--- src/rtl/hazard_scoreboard.sv ---
// In-order issue controller: tracks in-flight writes per architectural register,
// stalls decode on RAW / saturation hazards and squashes decode after a redirect.
module hazard_scoreboard #(
    parameter int unsigned NUM_REGS     = 8,
    parameter int unsigned MAX_INFLIGHT = 3,
    parameter int unsigned FLUSH_CYCLES = 2,
    parameter bit          R0_ZERO      = 1'b0
) (
    input  logic                        clk,
    input  logic                        rst,
    input  logic                        id_valid,
    input  logic [$clog2(NUM_REGS)-1:0] id_rs1,
    input  logic                        id_rs1_used,
    input  logic [$clog2(NUM_REGS)-1:0] id_rs2,
    input  logic                        id_rs2_used,
    input  logic [$clog2(NUM_REGS)-1:0] id_rd,
    input  logic                        id_rd_we,
    input  logic                        wb_valid,
    input  logic [$clog2(NUM_REGS)-1:0] wb_rd,
    input  logic                        flush,
    output logic                        issue,
    output logic                        if_id_we,
    output logic                        id_ex_nop,
    output logic [NUM_REGS-1:0]         busy,
    output logic [15:0]                 stall_cnt,
    output logic                        err
);

    localparam int unsigned IDX_W = $clog2(NUM_REGS);
    localparam int unsigned CNT_W = $clog2(MAX_INFLIGHT + 1);
    localparam int unsigned FC_W  = 2;

    typedef enum logic [1:0] {
        S_RUN   = 2'd0,
        S_STALL = 2'd1,
        S_FLUSH = 2'd2
    } state_t;

    state_t            state;
    logic [FC_W-1:0]   flush_left;
    logic [CNT_W-1:0]  cnt [NUM_REGS];
    logic [NUM_REGS-1:0] inc_vec;
    logic [NUM_REGS-1:0] dec_vec;
    logic              rs1_hit;
    logic              rs2_hit;
    logic              rd_full;
    logic              hazard;
    logic              decode_live;

    // Hazard terms read only registered counts: no same-cycle writeback bypass.
    always_comb begin
        rs1_hit = id_rs1_used && (cnt[id_rs1] != '0) && !(R0_ZERO && (id_rs1 == '0));
        rs2_hit = id_rs2_used && (cnt[id_rs2] != '0) && !(R0_ZERO && (id_rs2 == '0));
        rd_full = id_rd_we && (cnt[id_rd] == CNT_W'(MAX_INFLIGHT)) && !(R0_ZERO && (id_rd == '0));
        hazard  = rs1_hit || rs2_hit || rd_full;
    end

    // Flush outranks hazard: the decode slot is squashed and IF/ID keeps advancing.
    assign decode_live = !rst && !flush && (state != S_FLUSH) && id_valid;
    assign issue       = decode_live && !hazard;
    assign id_ex_nop   = !issue;
    assign if_id_we    = !(decode_live && hazard);

    always_comb begin
        inc_vec = '0;
        dec_vec = '0;
        busy    = '0;
        for (int r = 0; r < NUM_REGS; r++) begin
            inc_vec[r] = issue && id_rd_we && (id_rd == IDX_W'(r)) && !(R0_ZERO && (r == 0));
            dec_vec[r] = wb_valid && (wb_rd == IDX_W'(r)) && (cnt[r] != '0);
            busy[r]    = (cnt[r] != '0);
        end
    end

    always_ff @(posedge clk) begin
        if (rst) begin
            for (int r = 0; r < NUM_REGS; r++) begin
                cnt[r] <= '0;
            end
            err       <= 1'b0;
            stall_cnt <= '0;
        end else begin
            for (int r = 0; r < NUM_REGS; r++) begin
                if (inc_vec[r] && !dec_vec[r]) begin
                    cnt[r] <= cnt[r] + CNT_W'(1);
                end else if (dec_vec[r] && !inc_vec[r]) begin
                    cnt[r] <= cnt[r] - CNT_W'(1);
                end
            end
            if (wb_valid && (cnt[wb_rd] == '0)) begin
                err <= 1'b1;
            end
            if (!if_id_we && (stall_cnt != 16'hFFFF)) begin
                stall_cnt <= stall_cnt + 16'd1;
            end
        end
    end

    // Issue FSM; the flush counter holds remaining squash cycles after the current one.
    always_ff @(posedge clk) begin
        if (rst) begin
            state      <= S_RUN;
            flush_left <= '0;
        end else begin
            case (state)
                S_RUN: begin
                    if (flush) begin
                        state      <= S_FLUSH;
                        flush_left <= FC_W'(FLUSH_CYCLES - 1);
                    end else if (id_valid && hazard) begin
                        state <= S_STALL;
                    end
                end
                S_STALL: begin
                    if (flush) begin
                        state      <= S_FLUSH;
                        flush_left <= FC_W'(FLUSH_CYCLES - 1);
                    end else if (!(id_valid && hazard)) begin
                        state <= S_RUN;
                    end
                end
                S_FLUSH: begin
                    if (flush) begin
                        flush_left <= FC_W'(FLUSH_CYCLES - 1);
                    end else if (flush_left == '0) begin
                        state <= S_RUN;
                    end else begin
                        flush_left <= flush_left - FC_W'(1);
                    end
                end
                default: state <= S_RUN;
            endcase
        end
    end

endmodule

--- config.mk ---
export PLATFORM = sky130hd
export DESIGN_NAME = hazard_scoreboard
export DESIGN_NICKNAME = d
export VERILOG_FILES = /design/src/rtl/hazard_scoreboard.sv
export SDC_FILE = /design/constraint.sdc
export NUM_CORES = 1
export LEC_CHECK = 0
export ABC_AREA = 1
export BUFFER_PORTS_ARGS = -buffer_cell sky130_fd_sc_hd__buf_2
export CORE_ASPECT_RATIO = 0.8
export CORE_MARGIN = 8
export CORE_UTILIZATION = 53
export CTS_BUF_LIST = sky130_fd_sc_hd__clkbuf_8
export CTS_CLUSTER_SIZE = 40
export DETAILED_ROUTE_END_ITERATION = 12
export PLACE_DENSITY_LB_ADDON = 0.15
export SLEW_MARGIN = 20
export SYNTH_ARGS = -nofsm -noshare
export SYNTH_HDL_FRONTEND = slang
export SYNTH_SLANG_ARGS = --single-unit
--- constraint.sdc ---
create_clock -name clk -period 1.85 [get_ports clk]
set_input_delay 0 -clock clk [delete_from_list [all_inputs] [get_ports clk]]
set_output_delay 0 -clock clk [all_outputs]
set_load 0.05 [all_outputs]
==> reports/metrics.yaml, run 1 <==
status: "complete, but fails checks"
violations: "negative setup slack"
setup_ws_ns: -0.268
finalSetupTns_ns: -7.71
numCtsBuffers: 5
reg2reg_from: "cnt[1][1]$_SDFFCE_PN0P_"
hp-class: "primary input to flop"
netlist_area_um2: 2780
reg2reg_to: "cnt[7][1]$_SDFFCE_PP0P_"
fmax_mhz: 472
die_x_um: 96.9
synth_top_area_share_pct: 18.1
num_rows: 23
grt_pass1_wl_um: 13800
r2r_cells: 13
syn-num-nets: 448
postRouteAntennaNets: 0
root_buffer: "clkbuf_8"
grt_start_max_net_pins: 26
antenna_found_initial: 0
drc: 0
r2r_slack_ns: -0.27
final.setup_skew_ns: 0.00487
cts.clk_slew.worst_paths_ns: 0.08
antenna_cells: 0
arrival_ns: 2.16
async_flop_share_pct: 0
leakage_nw: 1.78
holdPathStages: 3
start_util_pct: 55.2
drive_above_1_share_pct: 35.4
worstMarginPinSlew_ns: 0.711
coreArea_um2: 5040
maxCapViolCount: 0
wl_per_cell_um: 14.7
whs_endpoint: "err$_SDFFE_PP0P_"
boundaryPins: 48
viasPerCell: 5.41
synth_area_leaders: "nand2_1 18%, edfxtp_1 17%, dfxtp_1 15%, nand3_1 7.4%, nor2_1 7.0%"
cts_buffer_depth: 2
final_common_cell: "nand2_1"
finalWeightedCongestion: 0.981
io_buffers: 47
die_area_um2: 7830
grt.total_usage_pct: 21.0
drt_pre_antenna_iters: 5
period_minus_slack_ns: 2.12
tritoncts: "done"
start_kind: "flop"
finalCritPeriodShare_pct: 114
hpwl_um: 6370
rsz0062_at_grt: "true"
cp_max_fo: 4
hold_viol_final: 0
yosys_warnings: 0
syn_inst: 425
ys_ff_latch: 37
h-tree-depth: 2
syn_area_per_cell_um2: 6.54
hold_start: "wb_valid"
slew_headroom_pct: 52.2
drt-initial-drc-count: 327
fin_nets: 545
grt_pass1_vias: 2884
num_vias: 3166
critPathKind: "flop to flop"
end_kind: "flop"
grt.overflow.total: 0
cts_sinks: 37
synth_top_area_cell: "nand2_1"
ir_drop_mv: 0.458
setup-violations-final: 48
synth_edf_count: 16
fin_total_pwr_mw: 2.02
slew_viol_final: 0
pwr_density_cell_nw_per_um2: 537
layout_common_cells: "122 x nand2_1, 51 x inv_1, 45 x buf_2"
clk_latency_ns: 0.28
critical_path_required_ns: 1.89
wl_um: 8620
fp.dieH_um: 80.8
synthFlopType: "dfxtp_1"
yosysUniqueCellTypes: 34
ys_seq_area_share_pct: 32.4
syn2layout_area_growth_pct: 35.5
## cells by family after synthesis
kind of cell | count (synthesis) | share of synthesized area [%]
buffers and inverters | 65 | 10.1
AOI/OAI and AO/OA | 40 | 8.83
and+or+nand+nor | 270 | 44.1
xor gates and xnor gates | 10 | 3.15
adders and majority gates | 3 | 1.35
DFF | 37 | 32.4
## synthesized netlist by cell type, types with 2 or more instances
cell / number
nand3_2: 3
buf_6: 2
nand3_4: 2
a21oi_2: 10
ha_1: 3
nor3_1: 9
nand4_1: 9
nor2_1: 52
xnor2_1: 2
nand3b_1: 2
xor2_1: 8
o21ai_0: 8
inv_2: 5
nand2_1: 134
nand2_2: 10
clkbuf_1: 4
nand3_1: 41
nor4_1: 2
inv_1: 50
o21ai_1: 4
edfxtp_1: 16
a21oi_1: 16
dfxtp_1: 21
nor2_2: 2
## through the flow
step / instances / instance area [um2] / worst slack [ns] / utilization [%] / hold WS [ns]
after CTS: 567 / 3470 / -0.154 / 68.9 / 0.00117
final: 585 / 3760 / -0.268 / 74.8 / 0.00392
after floorplan: 425 / 2820 / -0.0443 / - / 0.145
after global placement: 558 / 3300 / -0.129 / 65.5 / 0.278
after global routing: 585 / 3760 / -0.342 / 74.8 / 0.0334
after detailed placement: 558 / 3300 / -0.204 / 65.5 / 0.291
## what timing repair did
item                       in CTS  in global routing
hold buffers                    1                  0
pin swaps                       8                 16
hold endpoints to repair        1                  0
setup endpoints to repair      36                 49
buffers inserted                1                 19
resized for setup              24                 40
## per-layer routing
metal / GRT usage (%) / up-vias / routed length (um)
li1: - / 1563 / -
met1: 30.0 / 1442 / 3980
met2: 31.7 / 153 / 3660
met3: 5.08 / 8 / 921
met4: 3.83 / 0 / 59
met5: 0 / - / 0
## flip-flops by register name (all words and copies together), names as in the netlist
register / flops
state: 2
stall_cnt: 16
err: 1
flush_left: 2
cnt: 16
## worst max-delay path, cell delays in order (launching register included)
cell	delay [ns]
edfxtp_1	0.46
nor2_4	0.17
nand2_1	0.08
nand3_1	0.10
nand3b_1	0.13
nand3_4	0.12
nand3_4	0.11
nor2_4	0.15
buf_4	0.14
nand3_1	0.10
nand2_1	0.14
nand2_1	0.07
nand2_1	0.07
nor2_1	0.05
## area by class of cell
class | count | area, um2
Multi-Input combinational cell | 323 | 1790
Fill cell | 392 | 1270
Sequential cell | 37 | 913
Timing Repair Buffer | 99 | 674
Inverter | 56 | 223
Clock buffer | 6 | 82.6
Tap cell | 62 | 77.6
Clock inverter | 2 | 7.51
## worst max path at each step
stage	from	to	slack (ns)	cells past startpoint
after global placement	cnt[5][0]$_DFFE_PP_	cnt[1][0]$_SDFFCE_PN0P_	-0.13	9
after detailed placement	cnt[5][0]$_DFFE_PP_	cnt[0][0]$_SDFFCE_PN0P_	-0.20	12
after CTS	cnt[4][0]$_SDFFCE_PN0P_	cnt[1][0]$_SDFFCE_PN0P_	-0.15	13
final	cnt[1][1]$_SDFFCE_PN0P_	cnt[7][1]$_SDFFCE_PP0P_	-0.27	13
after global routing	cnt[1][1]$_SDFFCE_PN0P_	cnt[0][0]$_SDFFCE_PN0P_	-0.34	12
after floorplan	cnt[2][1]$_SDFFCE_PN0P_	cnt[0][0]$_SDFFCE_PN0P_	-0.04	12
## report_power, final
group | switching, mW | leakage, nW | internal (mW)
sequential | 0.0268 | 0.339 | 0.884
combinational | 0.344 | 1.39 | 0.187
clock | 0.286 | 0.0538 | 0.293
total | 0.656 | 1.78 | 1.36
(Power assumes the default switching activity.)
==> run 2, diff against run 1 <==
- CORE_UTILIZATION: 53 -> 63
- clock period: 1.85 -> 2.65 ns (I/O delays scaled with it)
==> run 2 against run 1 <==
  * The flow now finishes without violations
  * Combinational power fell by 47%
  * Routed wire length shrank 10%
  * Setup slack better by 0.62 ns
==> reports/metrics.yaml, run 2 (synthesis gave the netlist of run 1 again) <==
cts_buffer_depth: 2
finalSetupTns_ns: 0
viasPerCell: 5.61
layout_common_cells: "134 x nand2_1, 52 x nor2_1, 50 x inv_1"
setup-violations-final: 0
clk_latency_ns: 0.30
rsz0062_at_grt: "false"
grt.overflow.total: 0
num_rows: 21
die_x_um: 90.2
cts.clk_slew.worst_paths_ns: 0.08
antenna_cells: 0
boundaryPins: 48
num_vias: 2966
status: "completed"
period_minus_slack_ns: 2.30
crit_path_cell_trace: "nor2_1, nand2_1, nand3_1, nand3b_1, nand3_2, nand3_4, nor2_4, nand3_1, o21ai_0"
fin_nets: 494
syn2layout_area_growth_pct: 13.0
leakage_nw: 1.47
cpPeakStageDelay_ns: 0.44
grt.total_usage_pct: 23.1
instances_no_fill: 529
post-cts-setup-buffers: 0
end_kind: "flop"
numCtsBuffers: 5
grt_start_max_net_pins: 27
ir_drop_mv: 0.367
post-place-cells: 520
io_buffers: 47
die_area_um2: 6800
slowest_stage: "edfxtp_1"
drt_pre_antenna_iters: 5
grt_pass1_vias: 2534
start_util_pct: 66.1
slew_headroom_pct: 59.9
antenna_found_initial: 0
postRouteAntennaNets: 0
dp_slack_ns: 0.439
finalCritPeriodShare_pct: 86.9
hpwl_um: 5870
fp.dieH_um: 75.4
coreArea_um2: 4200
finalWeightedCongestion: 0.933
drt-initial-drc-count: 423
cts_sinks: 37
h-tree-depth: 2
wl_per_cell_um: 14.6
final.setup_skew_ns: 0.0114
reg_top3: "cnt (16), stall_cnt (16)"
root_buffer: "clkbuf_8"
critPathKind: "flop to flop"
worstMarginPinSlew_ns: 0.602
hp-class: "primary input to flop"
critical_path_required_ns: 2.63
slew_viol_final: 0
tritoncts: "done"
drc: 0
r2r_slack_ns: 0.35
hold_slack_ns: 0.0168
wl_um: 7710
pwr_density_cell_nw_per_um2: 457
hold_viol_final: 0
drive_above_1_share_pct: 19.5
setup_ws_ns: 0.348
arrival_ns: 2.28
maxCapViolCount: 0
start_kind: "flop"
cp_max_fo: 12
grt_pass1_wl_um: 12500
crit_top_cell: "nand3_1"
final_common_cell: "nand2_1"
fmax_mhz: 434
## run 2: power breakdown
part / internal, mW / total [mW] / switching (mW)
Clock: 0.282 / 0.517 / 0.234
Sequential: 0.619 / 0.635 / 0.0164
Combinational: 0.0763 / 0.284 / 0.207
Total: 0.977 / 1.44 / 0.458
## run 2: layout make-up
cell class / instances / area [um2]
multi-input cells: 323 / 1600
fillers: 342 / 1070
flip-flops and latches: 37 / 901
repair buffers: 48 / 245
inverters: 56 / 213
well taps: 57 / 71.3
clock buffers: 5 / 68.8
clock inverters: 3 / 43.8
## run 2: path summary, 6_finish.rpt
path / startpoint / to / cells after the start
worst max-delay path: cnt[3][0]$_SDFFCE_PN0P_ / cnt[7][1]$_SDFFCE_PP0P_ / 9
worst min-delay path: id_valid / state[0]$_SDFFE_PP0P_ / 5
worst max register to register: cnt[3][0]$_SDFFCE_PN0P_ / cnt[7][1]$_SDFFCE_PP0P_ / 9
worst min register to register: flush_left[1]$_SDFFE_PP0P_ / flush_left[1]$_SDFFE_PP0P_ / 2
## run 2: critical path: cells and delay by family (launching register included)
family          cells  cell delay, ns
simple gates        8            1.24
flops               1            0.44
compound gates      1            0.30
## run 2: repair_timing
item	in CTS	in global routing
gates resized for setup	0	0
endpoints found under the hold margin	1	0
hold buffers	1	0
endpoints found under the setup margin	0	0
## run 2: metrics by stage
stage / total power [mW] / utilization, % / cell area [um2]
after CTS: 1.43 / 74.6 / 3140
after detailed placement: 0.924 / 71.7 / 3020
after global routing: 1.48 / 74.6 / 3140
after floorplan: 0.850 / - / 2780
final: 1.44 / 74.6 / 3140
after global placement: 0.920 / 71.7 / 3020
## run 2: metal layers
layer | share of wire [%] | GRT usage (%)
met5 | 0 | 0
met4 | 1.1 | 7.35
met3 | 12 | 6.00
met2 | 41 | 34.1
met1 | 46 | 32.2
